`config.mk`:
```
export PLATFORM = sky130hd
export DESIGN_NAME = cache_arbiter
export DESIGN_NICKNAME = d
export VERILOG_FILES = /design/src/rtl/cache_arbiter_pkg.sv /design/src/rtl/cache_arbiter_rr_arb2.sv /design/src/rtl/cache_arbiter.sv
export SDC_FILE = /design/constraint.sdc
export NUM_CORES = 1
export LEC_CHECK = 0
export CAP_MARGIN = 20
export CORE_AREA = 4 4 78 80
export CTS_BUF_LIST = sky130_fd_sc_hd__clkbuf_16
export DETAILED_ROUTE_END_ITERATION = 7
export DIE_AREA = 0 0 82 84
export DONT_BUFFER_PORTS = 1
export SYNTH_ARGS = -nofsm -noshare
export SYNTH_HDL_FRONTEND = slang
export SYNTH_SLANG_ARGS = --single-unit
```
`constraint.sdc`:
```
create_clock -name clk -period 2.8 [get_ports clk]
set_clock_uncertainty 0.1 [all_clocks]
set_input_delay 0.56 -clock clk [delete_from_list [all_inputs] [get_ports clk]]
set_output_delay 0.56 -clock clk [all_outputs]
set_load 0.01 [all_outputs]
```
`src/rtl/cache_arbiter_pkg.sv`:
```
`default_nettype none
// ============================================================================
// Module      : cache_arbiter_pkg
// Description : Shared opcodes, cache enable level and FSM state encoding
//               for the dual-core cache arbiter.
// Revision    : 1.0 - initial release
// ============================================================================
package cache_arbiter_pkg;

    // Cache opcodes as carried in the top field of the cache vector
    localparam logic [1:0] OP_FLASH   = 2'b00;
    localparam logic [1:0] OP_READ    = 2'b01;
    localparam logic [1:0] OP_WRITE   = 2'b10;
    localparam logic [1:0] OP_INVALID = 2'b11;

    // Active level of the cache enable input
    localparam logic CACHE_ENABLE = 1'b0;

    // Arbiter FSM
    typedef enum logic [1:0] {
        IDLE  = 2'd0,
        ISSUE = 2'd1,
        WAIT  = 2'd2,
        RESP  = 2'd3
    } state_t;

endpackage
`default_nettype wire

```
`src/rtl/cache_arbiter_rr_arb2.sv`:
```
`default_nettype none
// ============================================================================
// Module      : rr_arb2
// Description : Two-way round-robin pick. With both requesters active the
//               one that was not served last wins.
// Revision    : 1.0 - initial release
// ============================================================================
module rr_arb2 (
    input  logic [1:0] req_i,
    input  logic       last_grant_i,
    output logic       gnt_valid_o,
    output logic       gnt_id_o
);

    // Pick the sole requester, or alternate away from the last winner
    always_comb begin
        gnt_valid_o = |req_i;
        gnt_id_o    = 1'b0;
        case (req_i)
            2'b01:   gnt_id_o = 1'b0;
            2'b10:   gnt_id_o = 1'b1;
            2'b11:   gnt_id_o = ~last_grant_i;
            default: gnt_id_o = 1'b0;
        endcase
    end

endmodule
`default_nettype wire

```
`src/rtl/cache_arbiter.sv`:
```
`default_nettype none
// ============================================================================
// Module      : cache_arbiter
// Description : Shares one single-ported cache between two cores. Grants
//               round-robin, issues one cache access per transaction and
//               returns the captured result with a one-cycle ack pulse.
// Revision    : 1.0 - initial release
// ============================================================================
module cache_arbiter
    import cache_arbiter_pkg::*;
#(
    parameter int TAG_WIDTH    = 4,
    parameter int DATA_WIDTH   = 8,
    parameter int OPCODE_WIDTH = 2,
    parameter int LINE_WIDTH   = OPCODE_WIDTH + TAG_WIDTH + DATA_WIDTH
) (
    input  logic                    clk,
    input  logic                    reset,
    input  logic                    c0_req,
    input  logic [OPCODE_WIDTH-1:0] c0_op,
    input  logic [TAG_WIDTH-1:0]    c0_tag,
    input  logic [DATA_WIDTH-1:0]   c0_wdata,
    output logic                    c0_ack,
    output logic [DATA_WIDTH-1:0]   c0_rdata,
    output logic                    c0_hit,
    input  logic                    c1_req,
    input  logic [OPCODE_WIDTH-1:0] c1_op,
    input  logic [TAG_WIDTH-1:0]    c1_tag,
    input  logic [DATA_WIDTH-1:0]   c1_wdata,
    output logic                    c1_ack,
    output logic [DATA_WIDTH-1:0]   c1_rdata,
    output logic                    c1_hit,
    output logic [LINE_WIDTH-1:0]   cache_vector,
    output logic                    cache_enable_n,
    input  logic [DATA_WIDTH-1:0]   cache_data,
    input  logic                    cache_hit,
    output logic                    busy
);

    state_t                  state_q;
    logic                    last_grant_q;
    logic                    gnt_id_q;
    logic [OPCODE_WIDTH-1:0] op_q;
    logic                    c0_ack_q,   c1_ack_q;
    logic [DATA_WIDTH-1:0]   c0_rdata_q, c1_rdata_q;
    logic                    c0_hit_q,   c1_hit_q;
    logic [LINE_WIDTH-1:0]   vector_q;
    logic                    enable_n_q;
    logic                    busy_q;

    logic                    gnt_valid;
    logic                    gnt_id;
    logic [OPCODE_WIDTH-1:0] sel_op;
    logic [TAG_WIDTH-1:0]    sel_tag;
    logic [DATA_WIDTH-1:0]   sel_wdata;
    logic [DATA_WIDTH-1:0]   resp_rdata;
    logic                    resp_hit;

    rr_arb2 u_rr_arb2 (
        .req_i        ({c1_req, c0_req}),
        .last_grant_i (last_grant_q),
        .gnt_valid_o  (gnt_valid),
        .gnt_id_o     (gnt_id)
    );

    assign sel_op    = gnt_id ? c1_op    : c0_op;
    assign sel_tag   = gnt_id ? c1_tag   : c0_tag;
    assign sel_wdata = gnt_id ? c1_wdata : c0_wdata;

    // Shape the cache result by opcode; flash never refreshes the cache hit flag
    always_comb begin
        resp_rdata = '0;
        resp_hit   = 1'b0;
        case (op_q)
            OPCODE_WIDTH'(OP_READ): begin
                resp_rdata = cache_data;
                resp_hit   = cache_hit;
            end
            OPCODE_WIDTH'(OP_WRITE): resp_hit = cache_hit;
            OPCODE_WIDTH'(OP_FLASH): resp_hit = 1'b0;
            default:                 resp_hit = 1'b0;
        endcase
    end

    // Arbiter FSM with all outputs registered on the state transitions
    always_ff @(posedge clk) begin
        if (reset) begin
            state_q      <= IDLE;
            last_grant_q <= 1'b1;
            gnt_id_q     <= 1'b0;
            op_q         <= '0;
            c0_ack_q     <= 1'b0;
            c1_ack_q     <= 1'b0;
            c0_rdata_q   <= '0;
            c1_rdata_q   <= '0;
            c0_hit_q     <= 1'b0;
            c1_hit_q     <= 1'b0;
            vector_q     <= '0;
            enable_n_q   <= ~CACHE_ENABLE;
            busy_q       <= 1'b0;
        end else begin
            case (state_q)
                IDLE: begin
                    if (gnt_valid) begin
                        gnt_id_q <= gnt_id;
                        op_q     <= sel_op;
                        busy_q   <= 1'b1;
                        if (sel_op == OPCODE_WIDTH'(OP_INVALID)) begin
                            // Invalid opcode bypasses the cache entirely
                            state_q <= RESP;
                            if (gnt_id) begin
                                c1_ack_q   <= 1'b1;
                                c1_rdata_q <= '0;
                                c1_hit_q   <= 1'b0;
                            end else begin
                                c0_ack_q   <= 1'b1;
                                c0_rdata_q <= '0;
                                c0_hit_q   <= 1'b0;
                            end
                        end else begin
                            state_q    <= ISSUE;
                            enable_n_q <= CACHE_ENABLE;
                            vector_q   <= {sel_op, sel_tag, sel_wdata};
                        end
                    end
                end
                ISSUE: begin
                    enable_n_q <= ~CACHE_ENABLE;
                    state_q    <= WAIT;
                end
                WAIT: begin
                    state_q <= RESP;
                    if (gnt_id_q) begin
                        c1_ack_q   <= 1'b1;
                        c1_rdata_q <= resp_rdata;
                        c1_hit_q   <= resp_hit;
                    end else begin
                        c0_ack_q   <= 1'b1;
                        c0_rdata_q <= resp_rdata;
                        c0_hit_q   <= resp_hit;
                    end
                end
                RESP: begin
                    c0_ack_q     <= 1'b0;
                    c1_ack_q     <= 1'b0;
                    last_grant_q <= gnt_id_q;
                    busy_q       <= 1'b0;
                    state_q      <= IDLE;
                end
                default: state_q <= IDLE;
            endcase
        end
    end

    assign c0_ack         = c0_ack_q;
    assign c0_rdata       = c0_rdata_q;
    assign c0_hit         = c0_hit_q;
    assign c1_ack         = c1_ack_q;
    assign c1_rdata       = c1_rdata_q;
    assign c1_hit         = c1_hit_q;
    assign cache_vector   = vector_q;
    assign cache_enable_n = enable_n_q;
    assign busy           = busy_q;

endmodule
`default_nettype wire

```
Word-level counts from Yosys, hierarchy flattened
Index checks and enable logic that the tools add are counted. W data, S select, Z words.

Bits in registers: 42. Latch bits: 0. Bits in writable memories: 0. Memory bits (read-only): 0. Memories: 0.

Add/sub/neg operators: 0. $mul: 0. Divide/modulo/power cells: 0. $lt $le $gt $ge: 0. Equality and inequality tests: 15. Shifts and indexed selects: 0. Muxes and demuxes: 44. Bitwise gates (word level): 2. Reductions and logical operators: 15.

Operators with widths (number): $mux W8 (10); $pmux W8 S2 (2); $mux W1 (20); $reduce_and A5 Y1 (4); $ne A2 B2 Y1 const B (7); $eq A2 B2 Y1 const B (6); $pmux W1 S2 (5); $pmux W2 S4 (1); $mux W2 (3); $pmux W1 S3 (2); $reduce_and A3 Y1 (2); $reduce_bool A2 Y1 (3); $eq A2 B1 Y1 const B (2); $mux W4 (1); $reduce_and A2 Y1 (2); $reduce_or A2 Y1 (2); $reduce_bool A3 Y1 (1); $logic_not A2 Y1 (1); $not A1 Y1 (2).

Longest topological paths before layout
Gate-level depths: netlist (run 1).

Depth in word-level cells: 7. Depth in mapped cells: 8. Mapped depth without buffers: 6.

By module
A second synthesis (run 1) with hierarchy kept.

Cells, all modules: 198. Area total of the unflattened synthesis: 2021.9 um^2.

By module, submodules not included: cache_arbiter (instances 1, cells each 196, area each 2008.2 um^2, sequential area each 840.8 um^2); rr_arb2 (instances 1, cells each 2, area each 13.8 um^2, sequential area each 0.0 um^2).

Least setup slack after synthesis (run 1)
OpenSTA, ideal clock, no wires.

Kind: register to register. Start point: register state_q[0]. End point: register c0_hit_q, in the netlist c0_hit. Library setup time: 0.096 ns. Arrival time: 1.875 ns. Setup slack: 0.729 ns. Cell stages (with the launch flop): 8. Period minus slack after synthesis: 2.071 ns. Cells stage by stage: dfxtp_1 > inv_1 > ha_1 > buf_6 > nor2b_4 > a2111oi_4 > nand2_4 > o41ai_2.

Word-level cells in the longest chain between the ends: 3. Elaborated cells between the ends (all ways): 9.

RTL lines: start: declaration (line cache_arbiter.sv:40) `state_t state_q;`; start signal: assignment (line cache_arbiter.sv:88) `state_q <= IDLE;`; start signal: assignment (line cache_arbiter.sv:110) `state_q <= RESP;`; start signal: assignment (line cache_arbiter.sv:121) `state_q <= ISSUE;`; $eq A2 B2 Y1 / $logic_not A2 Y1 (equally long branches) (line cache_arbiter.sv:102) `case (state_q)`; $ne A2 B2 Y1 (no source line) / $reduce_bool A2 Y1 (equally long branches); $reduce_and A5 Y1 (no source line); end signal: assignment (line cache_arbiter.sv:140) `c0_hit_q <= resp_hit;`; end: declaration (line cache_arbiter.sv:46) `logic c0_hit_q, c1_hit_q;`.

Parallel ways exist; a longest one is shown, timed or not. A chain may end at the register's enable or synchronous reset.

Worst setup path after layout (run 1)
Start point: register state_q[0]. End point: register vector_q[9], in the netlist cache_vector[9].

Word-level cells in the longest chain between the ends: 2.

RTL lines: $logic_not A2 Y1 (line cache_arbiter.sv:102); $reduce_and A3 Y1 (no source line); end signal: assignment (line cache_arbiter.sv:123) `vector_q <= {sel_op, sel_tag, sel_wdata};`; end: declaration (line cache_arbiter.sv:47) `logic [LINE_WIDTH-1:0] vector_q;`.

Every way passes these cells.

==> impl_metrics.py, run 1 <==
metrics = {
    "timing": {
        "tightest_slew_ns": 0.920,
        "finalSetupViolations": 0,
        "layout_min_cycle_time_ns": 2.40,
        "slew_headroom": 0.384,
        "fmaxAchievable_mhz": 416,
        "period_share": 0.858,
        "hold_viol_final": 0,
        "rsz0062_at_grt": "no",
        "setup_tns_ns": 0,
        "report.final.slew_viol_count": 0,
    },
    "power_and_ir_drop": {
        "powerDensity_nw_per_um2": 953,
        "p_total_uw": 2200,
        "irDropWorstVdd_mv": 0.443,
        "total_leakage_power_uw": 0.000794,
    },
    "final_layout": {
        "multi_input_area_um2": 1140,
        "area_delta_synth_final_pct": 8.34,
        "mostFrequentLayoutCell": "dfxtp_1",
        "diodes": 0,
        "final_cell_mix": "42 x dfxtp_1, 28 x nand2_1, 26 x a21oi_1",
        "nFillCells": 575,
        "seq_area_um2": 841,
        "finalNetCount": 277,
        "drive_gt1_frac": 0.157,
    },
    "drt": {
        "route.detailed.drc": 0,
        "post_drt_via_cell_ratio": 5.53,
        "drtIter0Drc": 83,
        "wl_um": 5240,
        "routedWlPerCell_um": 17.4,
        "vias": 1669,
        "detail-route-antenna-nets": 0,
        "first_pass_iters": 4,
    },
    "synth": {
        "syn_area_per_cell_um2": 9.02,
        "ys_seq_elements": 42,
        "synth.largest_area_cell": "dfxtp_1",
        "synth.top_cell.area_share": 0.395,
        "synthCells": 236,
        "async_flop_share": 0,
        "yosysSeqAreaShare": 0.395,
        "syn_nets": 282,
        "synth_cell_types": 41,
        "syn-cell-area_um2": 2130,
        "synth.area.top_cells": "dfxtp_1 39%, a311oi_1 6.2%, a21oi_1 6.1%",
        "synth_edf_count": 0,
        "ys.warnings.count": 0,
        "ys.flop_type": "dfxtp_1",
    },
    "hold_path": {
        "hold_path_class": "input port to flop",
    },
    "clock_network": {
        "clkTransAtPathRegs_ns": 0.06,
        "clock_path_buffers": 2,
        "cts_root_buf": "clkbuf_16",
        "cts.sinks": 42,
        "tritoncts": "done",
        "cts_hold_buf": 0,
        "insertion_delay_ns": 0.27,
        "cts_buffers": 5,
        "cts_resized": 0,
        "htree_levels": 2,
        "post_cts_buffers": 0,
    },
    "setup_path": {
        "path_buf_inv": 1,
        "worstSetupStartpoint": "state_q[0]",
        "r2r-start": "state_q[0]",
        "crit_cells": 5,
        "crit_type": "flop to flop",
        "critPathCaptureType": "flop",
        "reg2reg_slack_ns": 0.40,
        "critPathMaxStageDelay_ns": 0.78,
        "r2r-end": "cache_vector[9]",
        "cp_top_family": "simple AND/OR/NAND/NOR gates",
        "critPathLaunchType": "flop",
        "path_cells": "inv_1, ha_1, o21ai_0, nor2_1, a311oi_1",
        "crit_end": "cache_vector[9]",
        "cp_max_fo": 14,
        "cp_slowest_cell": "nor2_1",
        "crit_arrival_ns": 2.41,
        "required_ns": 2.81,
        "reg2regPathDepth": 5,
    },
    "die": {
        "start_util": 0.394,
        "die_h_um": 84,
        "die_w_um": 82,
        "rows": 27,
        "die_area_um2": 6890,
        "ioPinCount": 77,
        "coreArea_um2": 5410,
    },
    "global_routing": {
        "grt_pass1_wl_um": 8540,
        "antenna_found_initial": 0,
        "grt_remaining_overflow": 0,
        "track_usage": 0.156,
        "grt_pass1_vias": 1646,
        "grt_start_max_net_pins": 50,
    },
    "placed_design": {
        "io_buffers": 0,
        "place_congestion": 0.762,
        "post-dp-hpwl_um": 3730,
    },
    "outcome": {
        "outcome": "complete, no violations",
    },
    "run": {
        "maxCapViolCount": 0,
    },
}
## per-stage QoR
| stage | area [um2] | worst slack, ns | utilization | hold slack (ns) | std cells |
|---|---|---|---|---|---|
| 3_5_place_dp | 2180 | 0.384 | 0.403 | 0.387 | 296 |
| 4_1_cts | 2310 | 0.375 | 0.427 | 0.245 | 302 |
| 5_1_grt | 2310 | 0.148 | 0.427 | 0.240 | 302 |
| 2_1_floorplan | 2130 | 0.729 | - | 0.344 | 236 |
| 3_3_place_gp | 2180 | 0.509 | 0.403 | 0.396 | 296 |
| 6_report | 2310 | 0.398 | 0.427 | 0.252 | 302 |
## logic make-up after synthesis
kind of cell             Yosys count  synth area share
flip-flops                        42             0.395
multiplexers                       6            0.0288
buffers and inverters             32            0.0687
AO/OA/AOI/OAI                     77             0.305
AND/OR/NAND/NOR                   74             0.173
adder cells (fa/ha/maj)            5            0.0294
## worst min-delay path by stage
stage / slack, ns / cells after the start / startpoint / to
after detailed placement: 0.39 / 2 / op_q[1] / op_q[1]
after CTS: 0.24 / 1 / reset / cache_vector[5]
after floorplan: 0.34 / 2 / op_q[1] / op_q[1]
final: 0.25 / 1 / reset / c1_ack
after global routing: 0.24 / 1 / reset / cache_vector[5]
after global placement: 0.40 / 2 / op_q[1] / op_q[1]
## report_power, final
| group | switching [uW] | internal [uW] | total, uW |
|---|---|---|---|
| registers | 121 | 712 | 833 |
| logic | 516 | 321 | 838 |
| clock network | 211 | 317 | 528 |
## cells in the mapped netlist (all sizes together) (3+ instances only)
cell,count
dfxtp,42
inv,12
nor2b,8
a21boi,4
mux2i,5
a311oi,15
o31ai,8
nand2b,8
buf,10
clkbuf,10
a2111oi,3
a211o,10
nand2,29
nand3,9
ha,5
nor2,10
nand4,8
a21oi,26
## metal layers
layer	GRT usage	wire length (um)	up-vias
met5	0	0	-
met3	0.0497	378	6
li1	-	-	846
met1	0.208	2310	778
met4	0.0453	68	0
met2	0.238	2480	39
## final cells by class
class	instances	area share
multi-input combinational	162	0.495
sequential	42	0.364
clock buffer	5	0.0542
tap	72	0.0390
timing repair buffer	8	0.0260
inverter	12	0.0195
clock inverter	1	0.00163
## sequential cells by signal, indices dropped and copies added (netlist names)
signal          flops
last_grant_q        1
cache_vector       14
c1_ack              1
busy                1
op_q                2
c1_rdata            8
gnt_id_q            1
state_q             2
c1_hit              1
cache_enable_n      1
c0_rdata            8
c0_ack              1
c0_hit              1
Power figures use the tool's default switching activity.
==> inputs of run 2 (changes only) <==
- ABC_CLOCK_PERIOD_IN_PS: unset -> 2800
- CTS_CLUSTER_DIAMETER: unset -> 120
- MAX_ROUTING_LAYER: unset -> met4
==> run 2 against run 1 <==
Against the previous run:
- setup slack improved by 0.00057 ns
- clock-buffer cell count unchanged
- largest cell class unchanged
- sequential cell count unchanged
- critical endpoint unchanged
- non-clock buffer count unchanged
- sequential share of layout area unchanged
- maximum frequency about the same
- register-to-register slack about the same
- design area unchanged
- highest routed layer unchanged
- critical path type unchanged
==> impl_metrics.py, run 2 (same netlist as run 1, synthesis figures left out) <==
metrics = {
    "power_and_ir_drop": {
        "power_frac_clock": 0.240,
        "total_leakage_power_uw": 0.000794,
        "comb_power_share": 0.381,
        "irDropWorstVdd_mv": 0.443,
        "p_sw_uw": 848,
        "p_sw_frac": 0.386,
        "powerDensity_nw_per_um2": 953,
        "internal_power_uw": 1350,
        "seqPwrFrac": 0.379,
    },
    "drt": {
        "routedWlPerCell_um": 17.3,
        "route.detailed.drc": 0,
        "detail-route-antenna-nets": 0,
        "drtIter0Drc": 86,
        "post_drt_via_cell_ratio": 5.52,
        "vias": 1667,
        "first_pass_iters": 4,
        "wl_um": 5240,
    },
    "timing": {
        "report.final.slew_viol_count": 0,
        "hold_viol_final": 0,
        "slew_headroom": 0.384,
        "tightest_slew_ns": 0.920,
        "fmaxAchievable_mhz": 416,
        "setup_tns_ns": 0,
        "hold_ws_ns": 0.251,
        "rsz0062_at_grt": "no",
        "finalSetupViolations": 0,
        "layout_min_cycle_time_ns": 2.40,
        "period_share": 0.858,
    },
    "final_layout": {
        "largest_reg_flops": 14,
        "drive_gt1_frac": 0.157,
        "fin_area_um2": 2310,
        "area_delta_synth_final_pct": 8.34,
        "final_util": 0.427,
        "final_cell_mix": "42 x dfxtp_1, 28 x nand2_1, 26 x a21oi_1",
        "diodes": 0,
        "finalNetCount": 277,
        "layout.cells.non_filler": 302,
        "mostFrequentLayoutCell": "dfxtp_1",
    },
    "placed_design": {
        "dpl_cell_area_um2": 2180,
        "place_congestion": 0.772,
        "post-dp-hpwl_um": 3730,
        "dp.cells": 296,
        "io_buffers": 0,
    },
    "setup_path": {
        "cp_max_fo": 14,
        "critPathCaptureType": "flop",
        "crit_type": "flop to flop",
        "critPathLaunchType": "flop",
        "required_ns": 2.81,
        "crit_arrival_ns": 2.41,
        "r2r-end": "cache_vector[9]",
        "reg2reg_slack_ns": 0.40,
        "reg2regPathDepth": 5,
        "r2r-start": "state_q[0]",
    },
    "clock_network": {
        "cts_buffers": 5,
        "cts_hold_buf": 0,
        "cts.sinks": 42,
        "tritoncts": "done",
        "cts_root_buf": "clkbuf_16",
        "clkTransAtPathRegs_ns": 0.06,
        "clock_path_buffers": 2,
        "htree_levels": 2,
        "insertion_delay_ns": 0.28,
        "post_cts_buffers": 0,
        "cts_resized": 0,
    },
    "global_routing": {
        "grt_start_max_net_pins": 50,
        "track_usage": 0.160,
        "antenna_found_initial": 0,
        "grt_pass1_vias": 1643,
        "grt_remaining_overflow": 0,
        "grt_pass1_wl_um": 8560,
    },
    "outcome": {
        "outcome": "complete, no violations",
    },
    "die": {
        "start_util": 0.394,
        "coreArea_um2": 5410,
        "die_area_um2": 6890,
        "die_h_um": 84,
        "rows": 27,
        "ioPinCount": 77,
        "die_w_um": 82,
    },
    "hold_path": {
        "holdPathEnd": "c1_ack",
        "hold_path_class": "input port to flop",
        "min_delay_path_depth": 1,
        "holdCritStartpoint": "reset",
    },
    "run": {
        "maxCapViolCount": 0,
    },
}
[run 2: cell counts in the layout (fill, tap and decap cells not counted)]
Identical to the previous run, type by type.
[run 2: through the flow]
step           power, uW  setup WS (ns)
2_1_floorplan       1510          0.729
3_3_place_gp        1670          0.509
3_5_place_dp        1690          0.384
4_1_cts             2220          0.375
5_1_grt             2340          0.148
6_report            2200          0.398
[run 2: power groups by stage]
stage | sequential (uW) | combinational (uW) | clock (uW)
after detailed placement | 851 | 838 | 0
after floorplan | 820 | 693 | 0
after CTS | 838 | 839 | 543
after global routing | 850 | 921 | 567
after global placement | 848 | 822 | 0
final | 833 | 837 | 528
[run 2: area by class of cell]
class	instances	area, um2
Inverter	12	45.0
Fill cell	575	3100
Timing Repair Buffer	8	60.1
Tap cell	72	90.1
Multi-Input combinational cell	162	1140
Sequential cell	42	841
Clock inverter	1	3.75
Clock buffer	5	125
[run 2: worst max-delay path by stage]
stage	start	cells after the start	slack, ns	to
after floorplan	state_q[0]	7	0.73	c0_hit
after global placement	state_q[0]	5	0.51	cache_vector[1]
after detailed placement	state_q[0]	5	0.38	cache_vector[7]
after CTS	state_q[0]	5	0.37	cache_vector[7]
after global routing	state_q[0]	5	0.15	cache_vector[3]
final	state_q[0]	5	0.40	cache_vector[9]
[run 2: critical path: stages (launching register included)]
cell,delay [ns]
dfxtp_1,0.32
inv_1,0.10
ha_1,0.43
o21ai_0,0.31
nor2_1,0.78
a311oi_1,0.18
[run 2: layer usage]
layer / track usage / wire [um] / vias up
met5: - / 0 / -
met4: 0.0453 / 71 / 0
met3: 0.0475 / 355 / 6
met2: 0.237 / 2490 / 37
met1: 0.210 / 2330 / 778
li1: - / - / 846
